<file path="config.mk">
export PLATFORM = sky130hd
export DESIGN_NAME = instr_fetch_unit
export DESIGN_NICKNAME = d
export VERILOG_FILES = /design/src/rtl/fetch_pkg.sv /design/src/rtl/fetch_buffer.sv /design/src/rtl/instr_fetch_unit.sv
export SDC_FILE = /design/constraint.sdc
export NUM_CORES = 1
export LEC_CHECK = 0
export BUFFER_PORTS_ARGS = -buffer_cell sky130_fd_sc_hd__buf_2
export CORE_UTILIZATION = 40
export DETAILED_ROUTE_END_ITERATION = 8
export PLACE_DENSITY = 0.73
export SLEW_MARGIN = 10
export SYNTH_ARGS = -nofsm -noshare
export SYNTH_HDL_FRONTEND = slang
export SYNTH_SLANG_ARGS = --single-unit
</file>
<file path="constraint.sdc">
create_clock -name clk -period 4.35 [get_ports clk]
set_input_delay 0.87 -clock clk [delete_from_list [all_inputs] [get_ports clk]]
set_output_delay 0.87 -clock clk [all_outputs]
set_load 0.005 [all_outputs]
</file>
<file path="src/rtl/fetch_pkg.sv">
`default_nettype none
// ============================================================================
// Module      : fetch_pkg
// Description : Shared widths, constants and the buffer entry type for the
//               instruction fetch unit and its 2-entry fetch buffer.
// Revision    : 1.0 - initial release
// ============================================================================
package fetch_pkg;

    localparam int INSTR_W = 32;
    localparam int ADDR_W  = 32;

    localparam logic [ADDR_W-1:0] PC_STEP          = 32'd4;
    localparam logic [ADDR_W-1:0] RESET_PC_DEFAULT = 32'h0000_0000;

    // One buffered fetch: the byte address and the word returned for it.
    typedef struct packed {
        logic [ADDR_W-1:0]  pc;
        logic [INSTR_W-1:0] word;
    } fetch_entry_t;

endpackage : fetch_pkg
`default_nettype wire

</file>
<file path="src/rtl/fetch_buffer.sv">
`default_nettype none
// ============================================================================
// Module      : fetch_buffer
// Description : 2-entry FIFO of {pc, word} fetch entries with push, pop and
//               flush. Flush wins over push/pop. The head reads as all-zero
//               when the buffer is empty.
// Ports       : clk, rst_n          - clock, async active-low reset
//               push, push_entry    - write push_entry at the tail
//               pop                 - advance the head (caller guarantees
//                                     count != 0)
//               flush               - discard all entries
//               head                - entry at the head (0 when empty)
//               count               - number of valid entries, 0..2
// Revision    : 1.0 - initial release
// ============================================================================
module fetch_buffer
    import fetch_pkg::*;
(
    input  logic         clk,
    input  logic         rst_n,
    input  logic         push,
    input  fetch_entry_t push_entry,
    input  logic         pop,
    input  logic         flush,
    output fetch_entry_t head,
    output logic [1:0]   count
);

    fetch_entry_t entries [2];
    logic         rd_ptr;
    logic         wr_ptr;
    logic [1:0]   count_q;

    // When full, wr_ptr == rd_ptr. A simultaneous push/pop overwrites the
    // slot being popped, which is safe because the popped value was already
    // consumed combinationally before this edge.
    always_ff @(posedge clk or negedge rst_n) begin
        if (!rst_n) begin
            entries[0] <= '0;
            entries[1] <= '0;
            rd_ptr     <= 1'b0;
            wr_ptr     <= 1'b0;
            count_q    <= 2'd0;
        end else if (flush) begin
            rd_ptr     <= 1'b0;
            wr_ptr     <= 1'b0;
            count_q    <= 2'd0;
        end else begin
            if (push) begin
                entries[wr_ptr] <= push_entry;
                wr_ptr          <= ~wr_ptr;
            end
            if (pop) begin
                rd_ptr <= ~rd_ptr;
            end
            unique case ({push, pop})
                2'b10:   count_q <= count_q + 2'd1;
                2'b01:   count_q <= count_q - 2'd1;
                default: count_q <= count_q;
            endcase
        end
    end

    assign count = count_q;
    assign head  = (count_q != 2'd0) ? entries[rd_ptr] : '0;

endmodule : fetch_buffer
`default_nettype wire

</file>
<file path="src/rtl/instr_fetch_unit.sv">
`default_nettype none
// ============================================================================
// Module      : instr_fetch_unit
// Description : Instruction fetch initiator. Owns the PC, addresses a
//               combinational instruction memory and buffers returned words
//               for decode behind a valid/ready handshake. Accepts redirects
//               from execute; a misaligned redirect raises a sticky fault.
// Config      : FETCH_BOUND_CHECK_EN - when defined, fetching at a word index
//               >= IMEM_WORDS is suppressed and raises the sticky fault.
// Ports       : clk, rst_n                  - clock, async active-low reset
//               imem_addr / imem_rdata      - instruction memory port
//               instr_valid/ready, instr,
//               instr_pc                    - decode handshake, head entry
//               redirect_valid, redirect_pc - PC replacement from execute
//               fetch_fault                 - sticky fault, halts fetching
// Revision    : 1.0 - initial release
// ============================================================================
module instr_fetch_unit
    import fetch_pkg::*;
#(
    parameter logic [ADDR_W-1:0] RESET_PC   = RESET_PC_DEFAULT,
    parameter int                IMEM_WORDS = 65536
) (
    input  logic               clk,
    input  logic               rst_n,
    output logic [ADDR_W-1:0]  imem_addr,
    input  logic [INSTR_W-1:0] imem_rdata,
    output logic               instr_valid,
    input  logic               instr_ready,
    output logic [INSTR_W-1:0] instr,
    output logic [ADDR_W-1:0]  instr_pc,
    input  logic               redirect_valid,
    input  logic [ADDR_W-1:0]  redirect_pc,
    output logic               fetch_fault
);

    logic [ADDR_W-1:0] fetch_pc;
    logic              fault;
    logic [1:0]        count;
    fetch_entry_t      head;
    fetch_entry_t      push_entry;
    logic              pop;
    logic              has_space;
    logic              want_fetch;
    logic              out_of_range;
    logic              push;
    logic              misaligned;

`ifdef FETCH_BOUND_CHECK_EN
    assign out_of_range = {2'b00, fetch_pc[ADDR_W-1:2]} >= 32'(IMEM_WORDS);
`else
    // Addresses beyond the memory simply alias; the size is not consulted.
    logic unused_imem_words;
    assign unused_imem_words = (IMEM_WORDS == 0);
    assign out_of_range      = 1'b0;
`endif

    assign instr_valid = (count != 2'd0);
    assign pop         = instr_valid && instr_ready;
    // A full buffer can still accept a push when the head leaves this cycle.
    assign has_space   = (count != 2'd2) || pop;
    assign want_fetch  = !fault && !redirect_valid && has_space;
    assign push        = want_fetch && !out_of_range;
    assign misaligned  = (redirect_pc[1:0] != 2'b00);

    assign push_entry.pc   = fetch_pc;
    assign push_entry.word = imem_rdata;

    // Redirect outranks everything; the target PC is loaded even when
    // misaligned so it can be inspected after the fault.
    always_ff @(posedge clk or negedge rst_n) begin
        if (!rst_n) begin
            fetch_pc <= RESET_PC;
            fault    <= 1'b0;
        end else if (redirect_valid) begin
            fetch_pc <= redirect_pc;
            if (misaligned) begin
                fault <= 1'b1;
            end
        end else if (push) begin
            fetch_pc <= fetch_pc + PC_STEP;
        end else if (want_fetch && out_of_range) begin
            fault <= 1'b1;
        end
    end

    fetch_buffer u_fetch_buffer (
        .clk        (clk),
        .rst_n      (rst_n),
        .push       (push),
        .push_entry (push_entry),
        .pop        (pop),
        .flush      (redirect_valid),
        .head       (head),
        .count      (count)
    );

    assign imem_addr   = fetch_pc;
    assign instr       = head.word;
    assign instr_pc    = head.pc;
    assign fetch_fault = fault;

endmodule : instr_fetch_unit
`default_nettype wire

</file>
==> flow_summary.json, run 1 <==
{
  "status": "finished, final reports clean",
  "maxCapViolCount": 0,
  "finalCriticalPeriod_ps": 3120,
  "num_rows": 50,
  "slew_headroom_pct": 34.5,
  "wl_per_cell_um": 16.1,
  "rsz0062_at_grt": "no",
  "grt_first_pass_wirelength_um": 28200,
  "holdCritPathClass": "reg2reg",
  "cp.required_ps": 3480,
  "cts_root_buf": "clkbuf_16",
  "dieArea_um2": 20100,
  "drt_iter0_drc": 301,
  "synthToLayoutAreaGrowth_pct": 21.5,
  "setup_viol": 0,
  "ff_latch_area_um2": 4130,
  "grt_max_degree": 102,
  "clock_skew_ps": 10.3,
  "grt_use_total_pct": 18.1,
  "finalWorstSetupSlack_ps": 1230,
  "antennaDiodeCount": 0,
  "ctsHoldBuffers": 0,
  "antenna_found_initial": 0,
  "max_freq_mhz": 320,
  "syn_area_um2": 7800,
  "setup_tns_ps": 0,
  "postCtsResizedCells": 0,
  "worst_pin_slew_ps": 982,
  "synth_area_leaders": "dfrtp_1 53%, mux2_2 18%, mux2i_1 8.5%",
  "multiInputGateArea_um2": 3480,
  "synth-seq-area-share_pct": 52.9,
  "overflow": 0,
  "drt_pre_antenna_iters": 4,
  "p_per_area_nw_per_um2": 391,
  "clkLatencyLatePin_ps": 410,
  "ys_seq_elements": 165,
  "cts_buffer_depth": 2,
  "portBuffers": 165,
  "final_layout_size_suffix_gt1_share_pct": 42.6,
  "fillCellCount": 1712,
  "p_leak_nw": 4.31,
  "critical_path_class": "reg2out",
  "synthesis.nets": 709,
  "end_kind": "output port",
  "chipWidth_um": 142,
  "maxSlewViolCount": 0,
  "vias_per_cell": 4.99,
  "die_h_um": 142,
  "synth_cells": 640,
  "r2r_slack_ps": 2010,
  "clock-sinks": 165,
  "initial_utilization_pct": 41.3,
  "vias": 5323,
  "drc": 0,
  "post_cts_buffers": 0,
  "coreArea_um2": 18900,
  "syn_area_per_cell_um2": 12.2,
  "numCtsBuffers": 17,
  "yosys_warnings": 0,
  "drtAntennaViolNets": 0,
  "final_cell_mix": "164 x dfrtp_1, 164 x buf_2, 125 x mux2_2, 72 x nor2_1, 66 x mux2i_1",
  "globalplace.congestion": 0.752,
  "clk_pin_slew_ps": 60,
  "cts_tree": "done",
  "ioPinCount": 166,
  "first_global_vias": 5380,
  "critical_path_arrival_ps": 2250,
  "pre_cts_ws_ps": 1520,
  "yosys.area.top_type": "dfrtp_1",
  "nets": 862,
  "hold_viol_final": 0,
  "period_share_pct": 71.8,
  "synth_top_area_share_pct": 52.9,
  "dp_hpwl_um": 11100,
  "whs_ps": 481,
  "crit_fanout": 44,
  "wl_um": 17200,
  "peakVddDrop_mv": 0.291,
  "h-tree-depth": 4,
  "synth_cell_types": 35,
  "worst_setup_path_start_kind": "register"
}
worst paths after layout:
check,startpoint,endpoint,cells after the start
max,u_fetch_buffer.rd_ptr,instr[20],4
min,u_fetch_buffer.entries[108],u_fetch_buffer.entries[108],1
max reg2reg,u_fetch_buffer.count[1],imem_addr[24],5
min reg2reg,u_fetch_buffer.entries[108],u_fetch_buffer.entries[108],1
max in group asynchronous,rst_n,u_fetch_buffer.entries[27],2
min in group asynchronous,rst_n,u_fetch_buffer.entries[71],1
through the flow:
step	util (%)	instances	instance area, µm²	power [mW]
after floorplan	-	640	7800	2.04
after global placement	47.0	1034	8880	2.19
after detailed placement	47.0	1034	8880	2.21
after CTS	50.2	1066	9480	3.74
after global routing	50.2	1066	9480	3.87
final	50.2	1066	9480	3.70
kinds of logic (layout without fill, tap and decap cells):
group	count (synthesis)	count (layout)	synth area share, %
adder cells (fa/ha/maj)	1	1	0.160
XOR/XNOR	32	32	3.59
buffers and inverters	46	212	2.68
AND/OR/NAND/NOR	166	166	11.2
flip-flops	165	165	52.9
multiplexers	196	196	27.2
AO/OA/AOI/OAI	34	34	2.18
report_power, final:
group | internal (mW) | switching [mW]
Sequential | 1.70 | 0.121
Clock | 0.922 | 0.610
Combinational | 0.201 | 0.149
Total | 2.82 | 0.880
Yosys cell counts (all sizes together):
| cell | n |
|---|---|
| dfrtp | 165 |
| mux2 | 130 |
| nor2 | 73 |
| mux2i | 66 |
| nand2 | 45 |
| o21ai | 33 |
| buf | 29 |
| xnor2 | 24 |
| nor4 | 14 |
| clkbuf | 11 |
| xor2 | 8 |
| nand3 | 7 |
| nand4 | 7 |
| nor3 | 7 |
| inv | 6 |
| and4 | 4 |
| and3 | 2 |
| nor4b | 2 |
| a21oi | 1 |
| ha | 1 |
| nand2b | 1 |
| nand3b | 1 |
| nor3b | 1 |
| or2 | 1 |
| or4b | 1 |
layer usage:
metal	share of wire, %	track usage [%]
met3	4.6	3.95
met4	1.0	4.87
met2	46	29.0
met5	0	0
met1	48	24.7
worst max-delay path, cell delays in order, from the launching register on:
cell and delay (ps):
dfrtp_4 1010, buf_4 380, mux2i_1 220, nor2_1 70, buf_2 150
cell type report:
type,instances,area share (%)
clock buffers,21,4.75
multi-input cells,429,36.7
inverters,6,0.237
repair buffers,174,9.75
well taps,260,3.43
clock inverters,11,1.57
flip-flops and latches,165,43.6
registers in the layout, indices dropped and copies added, names as in the netlist:
register / flops
u_fetch_buffer.entries: 128
imem_addr: 32
u_fetch_buffer.count: 2
fetch_fault: 1
u_fetch_buffer.rd_ptr: 1
u_fetch_buffer.wr_ptr: 1
Note: power is estimated with default switching activity, not from simulation.
==> inputs of run 2 (changes only) <==
- PLACE_DENSITY: 0.73 -> 0.75
- clock period: 4.35 -> 2.7 ns (I/O delays scaled with it)
==> run 2 against run 1 <==
  * Sequential power is 62% higher
  * Sequential share of layout area is 0.56 points lower
  * Clock power is 68% higher
  * First-iteration DRC count is 31% lower
  * Core utilization is 0.66 points higher
  * Combinational power is 63% higher
  * Critical path depth stayed put
  * Non-clock buffer count is 6 higher
  * Critical path type unchanged
==> flow_summary.json, run 2 (synthesis gave the netlist of run 1 again) <==
{
  "reg2regPathDepth": 6,
  "clock_power_share_pct": 42.3,
  "antenna_found_initial": 1,
  "clkLatencyLatePin_ps": 420,
  "finalWorstSetupSlack_ps": 303,
  "cp-startpoint": "u_fetch_buffer.rd_ptr",
  "fillCellCount": 1730,
  "maxSlewViolCount": 0,
  "max_freq_mhz": 417,
  "synthToLayoutAreaGrowth_pct": 23.1,
  "largest_reg_flops": 128,
  "dp.cells": 1040,
  "pwr-share-comb_pct": 9.4,
  "rsz0062_at_grt": "no",
  "p_leak_nw": 4.38,
  "postCtsResizedCells": 0,
  "finalCriticalPeriod_ps": 2400,
  "grt_max_degree": 62,
  "post_cts_buffers": 0,
  "clock_skew_ps": 8.84,
  "drt_pre_antenna_iters": 4,
  "crit_fanout": 24,
  "h-tree-depth": 4,
  "cts_root_buf": "clkbuf_16",
  "r2r_end": "imem_addr[26]",
  "drt_iter0_drc": 209,
  "status": "finished, final reports clean",
  "cp.required_ps": 2160,
  "wl_um": 17500,
  "grt_first_pass_wirelength_um": 28400,
  "grt_use_total_pct": 18.3,
  "wl_per_cell_um": 16.4,
  "endpoint": "instr_pc[23]",
  "timing.rr.start": "fetch_fault",
  "whs_ps": 88.4,
  "initial_utilization_pct": 41.3,
  "seq_power_share_pct": 48.4,
  "setup_viol": 0,
  "nets": 868,
  "r2r_slack_ps": 680,
  "vias_per_cell": 5.03,
  "cts_tree": "done",
  "chipWidth_um": 142,
  "drc": 0,
  "cts_buffer_depth": 2,
  "die_h_um": 142,
  "final_layout_size_suffix_gt1_share_pct": 43.2,
  "first_global_vias": 5472,
  "period_share_pct": 88.8,
  "dieArea_um2": 20100,
  "vias": 5387,
  "slew_headroom_pct": 59.9,
  "pre_cts_ws_ps": 489,
  "numCtsBuffers": 17,
  "globalplace.congestion": 0.755,
  "drtAntennaViolNets": 0,
  "peakVddDrop_mv": 0.419,
  "num_rows": 50,
  "worst_pin_slew_ps": 601,
  "p_per_area_nw_per_um2": 632,
  "overflow": 0,
  "ctsHoldBuffers": 0,
  "clock-sinks": 165,
  "internal_power_mw": 4.63,
  "end_kind": "output port",
  "ioPinCount": 166,
  "swShare_pct": 23.7,
  "portBuffers": 165,
  "clk_pin_slew_ps": 60,
  "finalNonFillerCells": 1072,
  "power_switching_mw": 1.44,
  "antennaDiodeCount": 0,
  "holdCritPathClass": "in2async",
  "worst_setup_path_start_kind": "register",
  "critical_path_arrival_ps": 1860,
  "total_power_mw": 6.07,
  "critical_path_class": "reg2out",
  "final_cell_mix": "164 x dfrtp_1, 164 x buf_2, 125 x mux2_2, 72 x nor2_1, 66 x mux2i_1",
  "dp_hpwl_um": 11700,
  "top_register": "u_fetch_buffer.entries",
  "maxCapViolCount": 0,
  "hold_viol_final": 0,
  "setup_tns_ps": 0,
  "coreArea_um2": 18900
}
## run 2: cell types whose count changed in the layout (fill, tap and decap cells not counted), sizes merged
cell / delta
clkbuf: +1
buf: +6
clkinvlp: -3
clkinv: +2
## run 2: how the worst min path moves through the flow
stage / startpoint / endpoint / slack, ps / depth (start not counted)
finish: rst_n / u_fetch_buffer.entries[68] / 90 / 1
global route: rst_n / u_fetch_buffer.entries[68] / 120 / 1
CTS: rst_n / u_fetch_buffer.entries[68] / 100 / 1
detailed placement: u_fetch_buffer.entries[106] / u_fetch_buffer.entries[106] / 480 / 1
global placement: u_fetch_buffer.entries[105] / u_fetch_buffer.entries[105] / 470 / 1
floorplan: rst_n / fetch_fault / 240 / 0
## run 2: area by class of cell
class,count,area (µm²),area share [%]
Multi-Input combinational cell,429,3480,36.2
Clock inverter,10,144,1.50
Tap cell,260,325,3.39
Inverter,6,22.5,0.234
Sequential cell,165,4130,43.0
Clock buffer,22,484,5.04
Timing Repair Buffer,180,1020,10.6
## run 2: layer usage
metal / global-route usage [%] / vias up / part of all wire (%)
met2: 30.3 / 137 / 48
li1: - / 2536 / -
met4: 6.28 / 2 / 1.4
met3: 3.27 / 23 / 3.7
met1: 24.1 / 2689 / 47
met5: 0 / - / 0.051
## run 2: through the flow
stage               cell area (µm²)  util, %
floorplan                      7800        -
global placement               8980     47.5
detailed placement             8980     47.5
CTS                            9610     50.8
global route                   9610     50.8
finish                         9610     50.8
## run 2: power groups by stage
stage	Combinational, mW	Sequential, mW	Clock, mW
2_1_floorplan	0.366	2.93	0
3_3_place_gp	0.558	2.97	0
3_5_place_dp	0.578	2.98	0
4_1_cts	0.581	2.94	2.62
5_1_grt	0.640	2.98	2.73
6_report	0.571	2.94	2.57
## run 2: worst max-delay path: stages (launching register included)
cell,delay (ps)
dfrtp_4,700
buf_12,270
mux2i_1,210
nor2_1,80
buf_2,160
==> inputs of run 3 (changes only) <==
--- a/config.mk
+++ b/config.mk
@@ -10,3 +10,3 @@
 export DETAILED_ROUTE_END_ITERATION = 8
-export PLACE_DENSITY = 0.75
+export PLACE_DENSITY = 0.73
 export SLEW_MARGIN = 10
==> constraint.sdc (replaced) <==
create_clock -name clk -period 2.35 [get_ports clk]
set_input_delay 0.47 -clock clk [delete_from_list [all_inputs] [get_ports clk]]
set_output_delay 0.47 -clock clk [all_outputs]
set_load 0.02 [all_outputs]
==> run 3 against run 2 <==
  * The run now ends with negative hold slack left
  * Sequential power up 15%
  * Non-clock buffer count up 7
  * Final cell count up 0.65%
  * Via count up 0.33%
  * Worst hold slack worse by 93 ps
  * Critical path depth unchanged
  * Combinational power up 25%
  * Clock-buffer cell count down 5
  * Critical endpoint is now instr[12]
  * Routed wire length down 0.56%
  * Die area unchanged
==> flow_summary.json, run 3 (synthesis gave the netlist of run 1 again) <==
{
  "status": "finished with violations",
  "violations": "negative hold slack",
  "setup_viol": 0,
  "overflow": 0,
  "slew_headroom_pct": 57.2,
  "finalCriticalPeriod_ps": 2230,
  "drc": 0,
  "portBuffers": 165,
  "cts_tree": "done",
  "final_cell_mix": "164 x dfrtp_1, 164 x buf_2, 125 x mux2_2, 72 x nor2_1, 66 x mux2i_1",
  "maxCapViolCount": 0,
  "cts_root_buf": "clkbuf_16",
  "antenna_found_initial": 0,
  "clk_pin_slew_ps": 70,
  "crit_fanout": 38,
  "fin_area_um2": 9670,
  "drt_iter0_drc": 220,
  "finalCoreUtilization_pct": 51.2,
  "chipWidth_um": 142,
  "cpMaxStageDelayCell": "dfrtp_1",
  "clock-sinks": 165,
  "num_rows": 50,
  "whs_ps": -5.00,
  "antennaDiodeCount": 0,
  "dp_hpwl_um": 11600,
  "cp_num_buf_inv": 2,
  "critical_path_arrival_ps": 1760,
  "final_layout_size_suffix_gt1_share_pct": 43.8,
  "worst_setup_path_start_kind": "register",
  "internal_power_mw": 5.34,
  "holdCritPathClass": "in2async",
  "numCtsBuffers": 17,
  "drt_pre_antenna_iters": 4,
  "placed_area_um2": 8990,
  "hold_viol_final": 2,
  "first_global_vias": 5491,
  "p_leak_nw": 4.43,
  "h-tree-depth": 4,
  "period_share_pct": 94.7,
  "power_switching_mw": 1.77,
  "vias": 5405,
  "cts_buffer_depth": 2,
  "finalWorstSetupSlack_ps": 124,
  "initial_utilization_pct": 41.3,
  "nets": 875,
  "vias_per_cell": 5.01,
  "worst_pin_slew_ps": 641,
  "critical_path_class": "reg2out",
  "pre_cts_ws_ps": 342,
  "max_freq_mhz": 449,
  "grt_max_degree": 68,
  "wl_um": 17400,
  "grt_use_total_pct": 18.4,
  "peakVddDrop_mv": 0.485,
  "cp.required_ps": 1880,
  "coreArea_um2": 18900,
  "dieArea_um2": 20100,
  "synthToLayoutAreaGrowth_pct": 23.9,
  "drtAntennaViolNets": 0,
  "path_cells": "nor2_4 > buf_4 > nor2_1 > buf_2",
  "clock_power_share_pct": 42.5,
  "maxSlewViolCount": 0,
  "seq_power_share_pct": 47.4,
  "rsz0062_at_grt": "no",
  "total_power_mw": 7.11,
  "die_h_um": 142,
  "globalplace.congestion": 0.774,
  "setup_tns_ps": 0,
  "end_kind": "output port",
  "postCtsResizedCells": 0,
  "clkLatencyLatePin_ps": 420,
  "fillCellCount": 1738,
  "p_per_area_nw_per_um2": 735,
  "swShare_pct": 24.9,
  "cp_slowest_stage_delay_ps": 470,
  "wl_per_cell_um": 16.2,
  "largest_reg_flops": 128,
  "pwr-share-comb_pct": 10.0,
  "grt_first_pass_wirelength_um": 28700,
  "ioPinCount": 166,
  "top_register": "u_fetch_buffer.entries",
  "cp_top_family": "buffers and inverters",
  "clock_skew_ps": 9.26
}
==> run 3: routing by layer <==
| metal | routed length (µm) | global-route usage [%] | vias to the layer above |
|---|---|---|---|
| met1 | 8300 | 25.2 | 2708 |
| met3 | 721 | 3.44 | 14 |
| li1 | - | - | 2549 |
| met5 | 0 | 0 | - |
| met2 | 8260 | 29.8 | 134 |
| met4 | 174 | 5.43 | 0 |
==> run 3: timing repair <==
action | in CTS | in global routing
hold buffers | 0 | 0
setup buffers | 0 | 5
setup endpoints to repair | 0 | 20
==> run 3: worst register-to-register path, stage by stage, from the launching register on <==
cell     delay, ps
dfrtp_1        510
and3_1         360
nand3_2        310
nor4_1         390
xnor2_1        150
o21ai_0         90
==> run 3: per-stage QoR <==
stage | cells | hold slack (ps)
after detailed placement | 1042 | 475
after CTS | 1074 | 12.4
after global routing | 1079 | 39.6
after floorplan | 640 | 174
after global placement | 1042 | 466
final | 1079 | -5.00
==> run 3: path summary, 6_finish.rpt <==
check,from,to,slack [ps],depth (start not counted)
setup / recovery,u_fetch_buffer.count[1],instr[12],120,4
hold / removal,rst_n,u_fetch_buffer.entries[71],-5,1
setup reg to reg,imem_addr[6],imem_addr[24],380,5
hold reg to reg,u_fetch_buffer.entries[105],u_fetch_buffer.entries[105],490,1
max in group asynchronous,rst_n,imem_addr[24],1700,2
min in group clk,redirect_pc[5],imem_addr[5],250,3
==> run 3: cell type report <==
class                           count  area, µm²  area share [%]
Clock buffer                       17        425            4.40
Clock inverter                     15        211            2.19
Inverter                            6       22.5           0.233
Multi-Input combinational cell    429       3480            36.0
Sequential cell                   165       4130            42.7
Tap cell                          260        325            3.36
Timing Repair Buffer              187       1070            11.1
==> run 3: power by group through the flow <==
stage	combinational, mW	clock [mW]	sequential (mW)
final	0.714	3.02	3.37
after CTS	0.729	3.10	3.37
after global routing	0.796	3.22	3.41
after detailed placement	0.725	0	3.42
after global placement	0.702	0	3.41
after floorplan	0.420	0	3.42
